==> config.mk <==
export PLATFORM = sky130hd
export DESIGN_NAME = scoreboarded_register_file
export DESIGN_NICKNAME = d
export VERILOG_FILES = /design/src/rtl/scoreboarded_register_file.sv
export SDC_FILE = /design/constraint.sdc
export NUM_CORES = 2
export LEC_CHECK = 0
export ABC_CLOCK_PERIOD_IN_PS = 8350
export CAP_MARGIN = 20
export CORE_MARGIN = 5
export CORE_UTILIZATION = 40
export CTS_CLUSTER_DIAMETER = 120
export DETAILED_ROUTE_END_ITERATION = 7
export RECOVER_POWER = 25
export SYNTH_ARGS = -nofsm -noshare
export SYNTH_HDL_FRONTEND = slang
export SYNTH_SLANG_ARGS = --single-unit
export TNS_END_PERCENT = 1
==> constraint.sdc <==
create_clock -name clk_i -period 8.35 [get_ports clk_i]
set_clock_uncertainty 0.05 [all_clocks]
set_input_delay 2.0875 -clock clk_i [delete_from_list [all_inputs] [get_ports clk_i]]
set_output_delay 2.0875 -clock clk_i [all_outputs]
set_load 0.01 [all_outputs]
==> src/rtl/scoreboarded_register_file.sv <==
// Multi-port integer register file with write bypass, per-register busy scoreboard
// and a post-reset clear sweep. Register 0 reads as zero and is never busy.
module scoreboarded_register_file #(
    parameter int DataWidth      = 32,
    parameter int RegisterCount  = 32,
    parameter int ReadPortCount  = 2,
    parameter int WritePortCount = 2,
    parameter int ClearOnReset   = 1,
    localparam int AddressWidth  = $clog2(RegisterCount)
) (
    input  logic                    clk_i,
    input  logic                    rst_i,
    output logic                    ready_o,
    input  logic [AddressWidth-1:0] read_address_i    [ReadPortCount],
    output logic [DataWidth-1:0]    read_data_o       [ReadPortCount],
    output logic                    read_pending_o    [ReadPortCount],
    input  logic                    write_enable_i    [WritePortCount],
    input  logic [AddressWidth-1:0] write_address_i   [WritePortCount],
    input  logic [DataWidth-1:0]    write_data_i      [WritePortCount],
    input  logic                    reserve_valid_i,
    input  logic [AddressWidth-1:0] reserve_address_i
);

    typedef enum logic {
        ST_READY,
        ST_CLEAR
    } state_e;

    localparam logic [AddressWidth-1:0] LastAddr = AddressWidth'(RegisterCount - 1);

    state_e                  r_state;
    state_e                  w_state_next;
    logic [AddressWidth-1:0] r_sweep;
    logic [AddressWidth-1:0] w_sweep_next;
    logic [DataWidth-1:0]    r_regs [RegisterCount];
    logic [RegisterCount-1:0] r_busy;
    logic                    w_active;
    logic [WritePortCount-1:0] w_write_valid;
    logic [ReadPortCount-1:0]  w_read_hit;

    always_ff @(posedge clk_i) begin
        if (rst_i) begin
            r_state <= (ClearOnReset != 0) ? ST_CLEAR : ST_READY;
            r_sweep <= AddressWidth'(1);
        end else begin
            r_state <= w_state_next;
            r_sweep <= w_sweep_next;
        end
    end

    always_comb begin
        w_state_next = r_state;
        w_sweep_next = r_sweep;
        if (r_state == ST_CLEAR) begin
            w_sweep_next = r_sweep + 1'b1;
            if (r_sweep == LastAddr) begin
                w_state_next = ST_READY;
            end
        end
    end

    assign w_active = (r_state == ST_READY) && !rst_i;
    assign ready_o  = w_active;

    always_comb begin
        for (int unsigned p = 0; p < WritePortCount; p++) begin
            w_write_valid[p] = write_enable_i[p] && (write_address_i[p] != '0) && w_active;
        end
    end

    // Port loop runs low to high so the highest-indexed port's write lands last.
    always_ff @(posedge clk_i) begin
        r_regs[0] <= '0;
        if (!rst_i) begin
            if (r_state == ST_CLEAR) begin
                r_regs[r_sweep] <= '0;
            end
            for (int unsigned p = 0; p < WritePortCount; p++) begin
                if (w_write_valid[p]) begin
                    r_regs[write_address_i[p]] <= write_data_i[p];
                end
            end
        end
    end

    // Reserve is applied after the write releases so a new producer keeps the bit set.
    always_ff @(posedge clk_i) begin
        if (rst_i) begin
            r_busy <= '0;
        end else begin
            for (int unsigned p = 0; p < WritePortCount; p++) begin
                if (w_write_valid[p]) begin
                    r_busy[write_address_i[p]] <= 1'b0;
                end
            end
            if (reserve_valid_i && (reserve_address_i != '0) && (r_state == ST_READY)) begin
                r_busy[reserve_address_i] <= 1'b1;
            end
        end
    end

    always_comb begin
        w_read_hit = '0;
        for (int unsigned r = 0; r < ReadPortCount; r++) begin
            read_data_o[r] = r_regs[read_address_i[r]];
            for (int unsigned p = 0; p < WritePortCount; p++) begin
                if (w_write_valid[p] && (write_address_i[p] == read_address_i[r])) begin
                    read_data_o[r] = write_data_i[p];
                    w_read_hit[r]  = 1'b1;
                end
            end
            read_pending_o[r] = r_busy[read_address_i[r]] && !w_read_hit[r];
            if (!w_active || (read_address_i[r] == '0)) begin
                read_data_o[r]    = '0;
                read_pending_o[r] = 1'b0;
            end
        end
    end

    always_ff @(posedge clk_i) begin
        if (!rst_i) begin
            assert (r_regs[0] == '0)
            else $fatal(1, "register x0 holds a non-zero value");
        end
    end

endmodule

==> results.md <==
- The flow ran to the end, but the final reports show violations.
- The checks that failed: capacitance limit, slew limit.
- In the post-route analysis, the smallest setup slack over all paths is 0.005397 ns.
- The number of hold buffers added after cts is 0.
- The tool flagged a number of max-cap violations equal to 45.
- The final instance area is 0.06812 mm^2.
- In this run the tightest slew margin relative to its limit is -1.537.
- The pin count of the biggest net entering global routing is 69.
- The placed standard-cell area is 0.06470 mm^2.
- The setup path with the least slack is of type in2reg.
- The actual transition at the worst max-transition pin is 3.806 ns.
- Of the synthesized area, sequential elements account for 0.5163.
- In the global route stage, overall resource usage came out at 0.3010.
- The nature of the critical path startpoint is a primary input.
- The count of buffers from port buffering is 160.
- The final-report hold violation count is 0.
- Clock-pin slew was measured on the worst setup and hold paths at 0.06 ns.
- The share of synthesized registers carrying an async set or reset is 0.
- The floorplan step defined a core boundary enclosing 0.1500 mm^2.
- The cell chosen for the clock root is sky130_fd_sc_hd__clkbuf_16.
- Summed over all cells, the static leakage comes to 20.10 nW.
- Counting every sink on the clock net gives 1,062.
- The number of buffers between clock root and the deepest sink is 3.
- After detailed routing, the number of remaining DRC violations is 0.
- After the flow finishes, the layout carries non-filler instances totaling 7,185.
- The register-to-register setup slack is 2.11 ns.
- Derived from the worst setup path, the maximum achievable clock frequency is 0.1198 GHz.
- Of all cell types, the one taking the most synthesized area is sky130_fd_sc_hd__edfxtp_1.
- Setup repair after global routing left no endpoint under its margin.
- In the layout the commonest cells are sky130_fd_sc_hd__nand2_1 (1,108), sky130_fd_sc_hd__o21ai_0 (1,005), sky130_fd_sc_hd__edfxtp_1 (992).
- The die is 398.6 um wide.
- The count of final max-slew check failures is 1,104.
- The initial utilization of the core area, before any placement, comes to 0.4029.
- Using the TritonRoute via totals, the vias-per-cell ratio works out to 6.707.
- The routed design has 245,100 um of wire.
- The number of antenna violations at the first check in global routing is 13.
- After the first detailed-routing iteration, the DRC count stood at 8,160.
- The count of antenna-violating nets left after detailed routing is 0.
- Summing every instance area after synthesis gives 0.06041 mm^2.
- For the worst setup path, the data arrival time is 8.66 ns.
- The multi-input combinational cells in the finished layout cover a total of 0.02676 mm^2.
- The global-route met2 utilization is 0.4572.
- The worst hold-check path type is reg2reg.
- In the final design database the tool counted 5,154 nets.
- For met1 alone, demand over resource in global routing was 0.3812.
- The final-report setup violation count is 0.
- The CTS tree is yes.
- The filler cells instantiated in the layout total 13,450.
- The row count is 142.
- The capturing element type of the critical path is a flip-flop.
- Of the cells placed in the final design, the portion with a size suffix greater than 1 is 0.1882.
- The die outline height is 398.6 um.
- Among all flip-flop cells after synthesis, the most frequent one is sky130_fd_sc_hd__edfxtp_1.
- The portion of synthesized cell area occupied by the leading cell type is 0.4931.
- The first global-routing pass estimated 340,800 um of wire.
- The average wire per cell in the routed design is 34.11 um.
- TritonCTS created 115 clock buffers.
- Counting every instance in the synthesized netlist gives 5,160.
- The worst slack at placement is 0.1205 ns.
- The placed wire-length estimate after detailed placement is 149,200 um.
- By area the synthesized netlist is led by sky130_fd_sc_hd__edfxtp_1 (49%), sky130_fd_sc_hd__mux4_2 (19%), sky130_fd_sc_hd__o21ai_0 (8.5%), sky130_fd_sc_hd__nand2_1 (6.9%), sky130_fd_sc_hd__clkbuf_1 (2.8%).
- The later pin in the worst-skew pair is clocked with a latency of 0.74 ns.
- The via count of the first global-routing pass is 45,770.
- In this run, placement finished with an instance count of 6,952.
- For the worst setup path, the data required time is 8.66 ns.
- The number of warning messages in the yosys log is 0.
- The average size of a mapped cell is 11.71 um^2.
- The utilization after layout is 0.4543.
- Summed over all layers, the global routing overflow is 0.
- The first detailed-routing pass ran for 6 iterations.
- The count of distinct cell types in the synthesized netlist is 73.
- The peak fanout along the critical path is 27.
- The global-route track usage on met3 is 0.08832.
- The worst-case IR drop observed on VDD is 0.1846 mV.
- The areal power density over the cells is 178.2 mW/mm^2.
- After layout, the minimum clock period comes to 8.345 ns.
- The total I/O pin count is 161.
- The register area is 0.03119 mm^2.
- The aggregate negative setup slack is 0 ns.
- The peak-usage layer in the global routing report is met2.
- The number of synthesized flops with an enable pin is 992.
- The final cycle utilization of the critical path is 0.9994.
- The die covers 0.1589 mm^2.
- The layout overhead on the synthesized area is 12.76%.
- The H-tree level count is 3.
- Summing over every cut layer, the via total after detailed routing is 48,190.
- The library cell used most frequently in the layout, excluding fill and tap cells, is sky130_fd_sc_hd__nand2_1.
- In this run, synthesis produced a sequential element count of 1,062.
- The routability-driven placement congestion ratio is 0.9566.
==> critical path, cell delays in order <==
cell and delay, ns:
sky130_fd_sc_hd__dlygate4sd3_1 0.55, sky130_fd_sc_hd__clkbuf_1 0.42, sky130_fd_sc_hd__clkbuf_1 0.64, sky130_fd_sc_hd__nor4bb_1 0.42
sky130_fd_sc_hd__clkbuf_1 0.43, sky130_fd_sc_hd__a21o_1 0.22, sky130_fd_sc_hd__nand2_1 0.20, sky130_fd_sc_hd__o21ai_0 2.70
sky130_fd_sc_hd__buf_4 0.97
==> report_power, final <==
group,internal [W],switching [W],total (W)
sequential,0.00579,0.0000246,0.00581
combinational,0.000382,0.000601,0.000983
clock,0.00304,0.00229,0.00534
==> through the flow <==
| stage | hold WS, ns | power [W] |
|---|---|---|
| after global placement | 0.4209 | 0.006881 |
| after floorplan | 0.4009 | 0.006513 |
| final | 0.4428 | 0.01214 |
| after CTS | 0.4328 | 0.01212 |
| after detailed placement | 0.4210 | 0.006890 |
| after global routing | 0.4527 | 0.01238 |
==> layout make-up <==
class,instances,share of cell area
inverters,20,0.001102
well taps,2016,0.03703
clock inverters,55,0.009735
diodes,10,0.0003674
clock buffers,163,0.04698
flip-flops and latches,1062,0.4579
repair buffers,394,0.05413
multi-input cells,3465,0.3928
==> path summary, 6_finish.rpt <==
kind	cells after the start	startpoint	end
worst min-delay path	1	r_busy[0]	r_busy[0]
worst max-delay path	9	rst_i	r_regs[29][28]
worst min register to register	1	r_busy[0]	r_busy[0]
worst max register to register	7	r_state	r_regs[29][28]
==> Yosys cell counts, drive strengths merged, types with 2 or more instances <==
library cell,n
nor4b,5
or3b,10
ha,2
xnor2,20
o21ai,1025
or2,4
and2,4
a21o,5
nand3b,12
inv,20
o311ai,6
o211ai,7
o22ai,244
clkbuf,449
nand2b,8
nor2,77
nand3,18
mux2i,39
nor3,51
a221o,46
or4,56
o31a,2
nand2,1108
buf,195
nor4bb,5
xor2,3
nand4,7
o32a,2
a211oi,9
and3,12
and3b,2
nor3b,9
nor2b,14
mux2,5
dfxtp,70
edfxtp,992
nor4,14
a2111oi,2
or3,5
a32oi,16
a21oi,20
a22oi,16
o221ai,15
mux4,517
==> registers in the layout, indices dropped and copies added, names as in the netlist <==
signal / count
r_busy: 32
r_state: 1
r_sweep: 5
r_regs: 1024
==> repair_timing <==
action	CTS	global route
endpoints found under the setup margin	0	1
gates resized for setup	0	1
buffers inserted	0	0
==> per-layer routing <==
layer	up-vias	wire length, um
met5	-	33
met4	6	18290
met1	23660	83510
li1	19590	-
met2	4015	108300
met3	920	34920
==> cell families after synthesis <==
kind of cell,Yosys count,share of synthesized area
and+or+nand+nor,1425,0.1004
DFF,1062,0.5163
adders and majority gates,2,0.0004142
buffers and inverters,664,0.04768
other,1,0.00006208
muxes,561,0.2001
xor gates and xnor gates,23,0.003335
AOI/OAI and AO/OA,1422,0.1317
(Power assumes the default switching activity.)
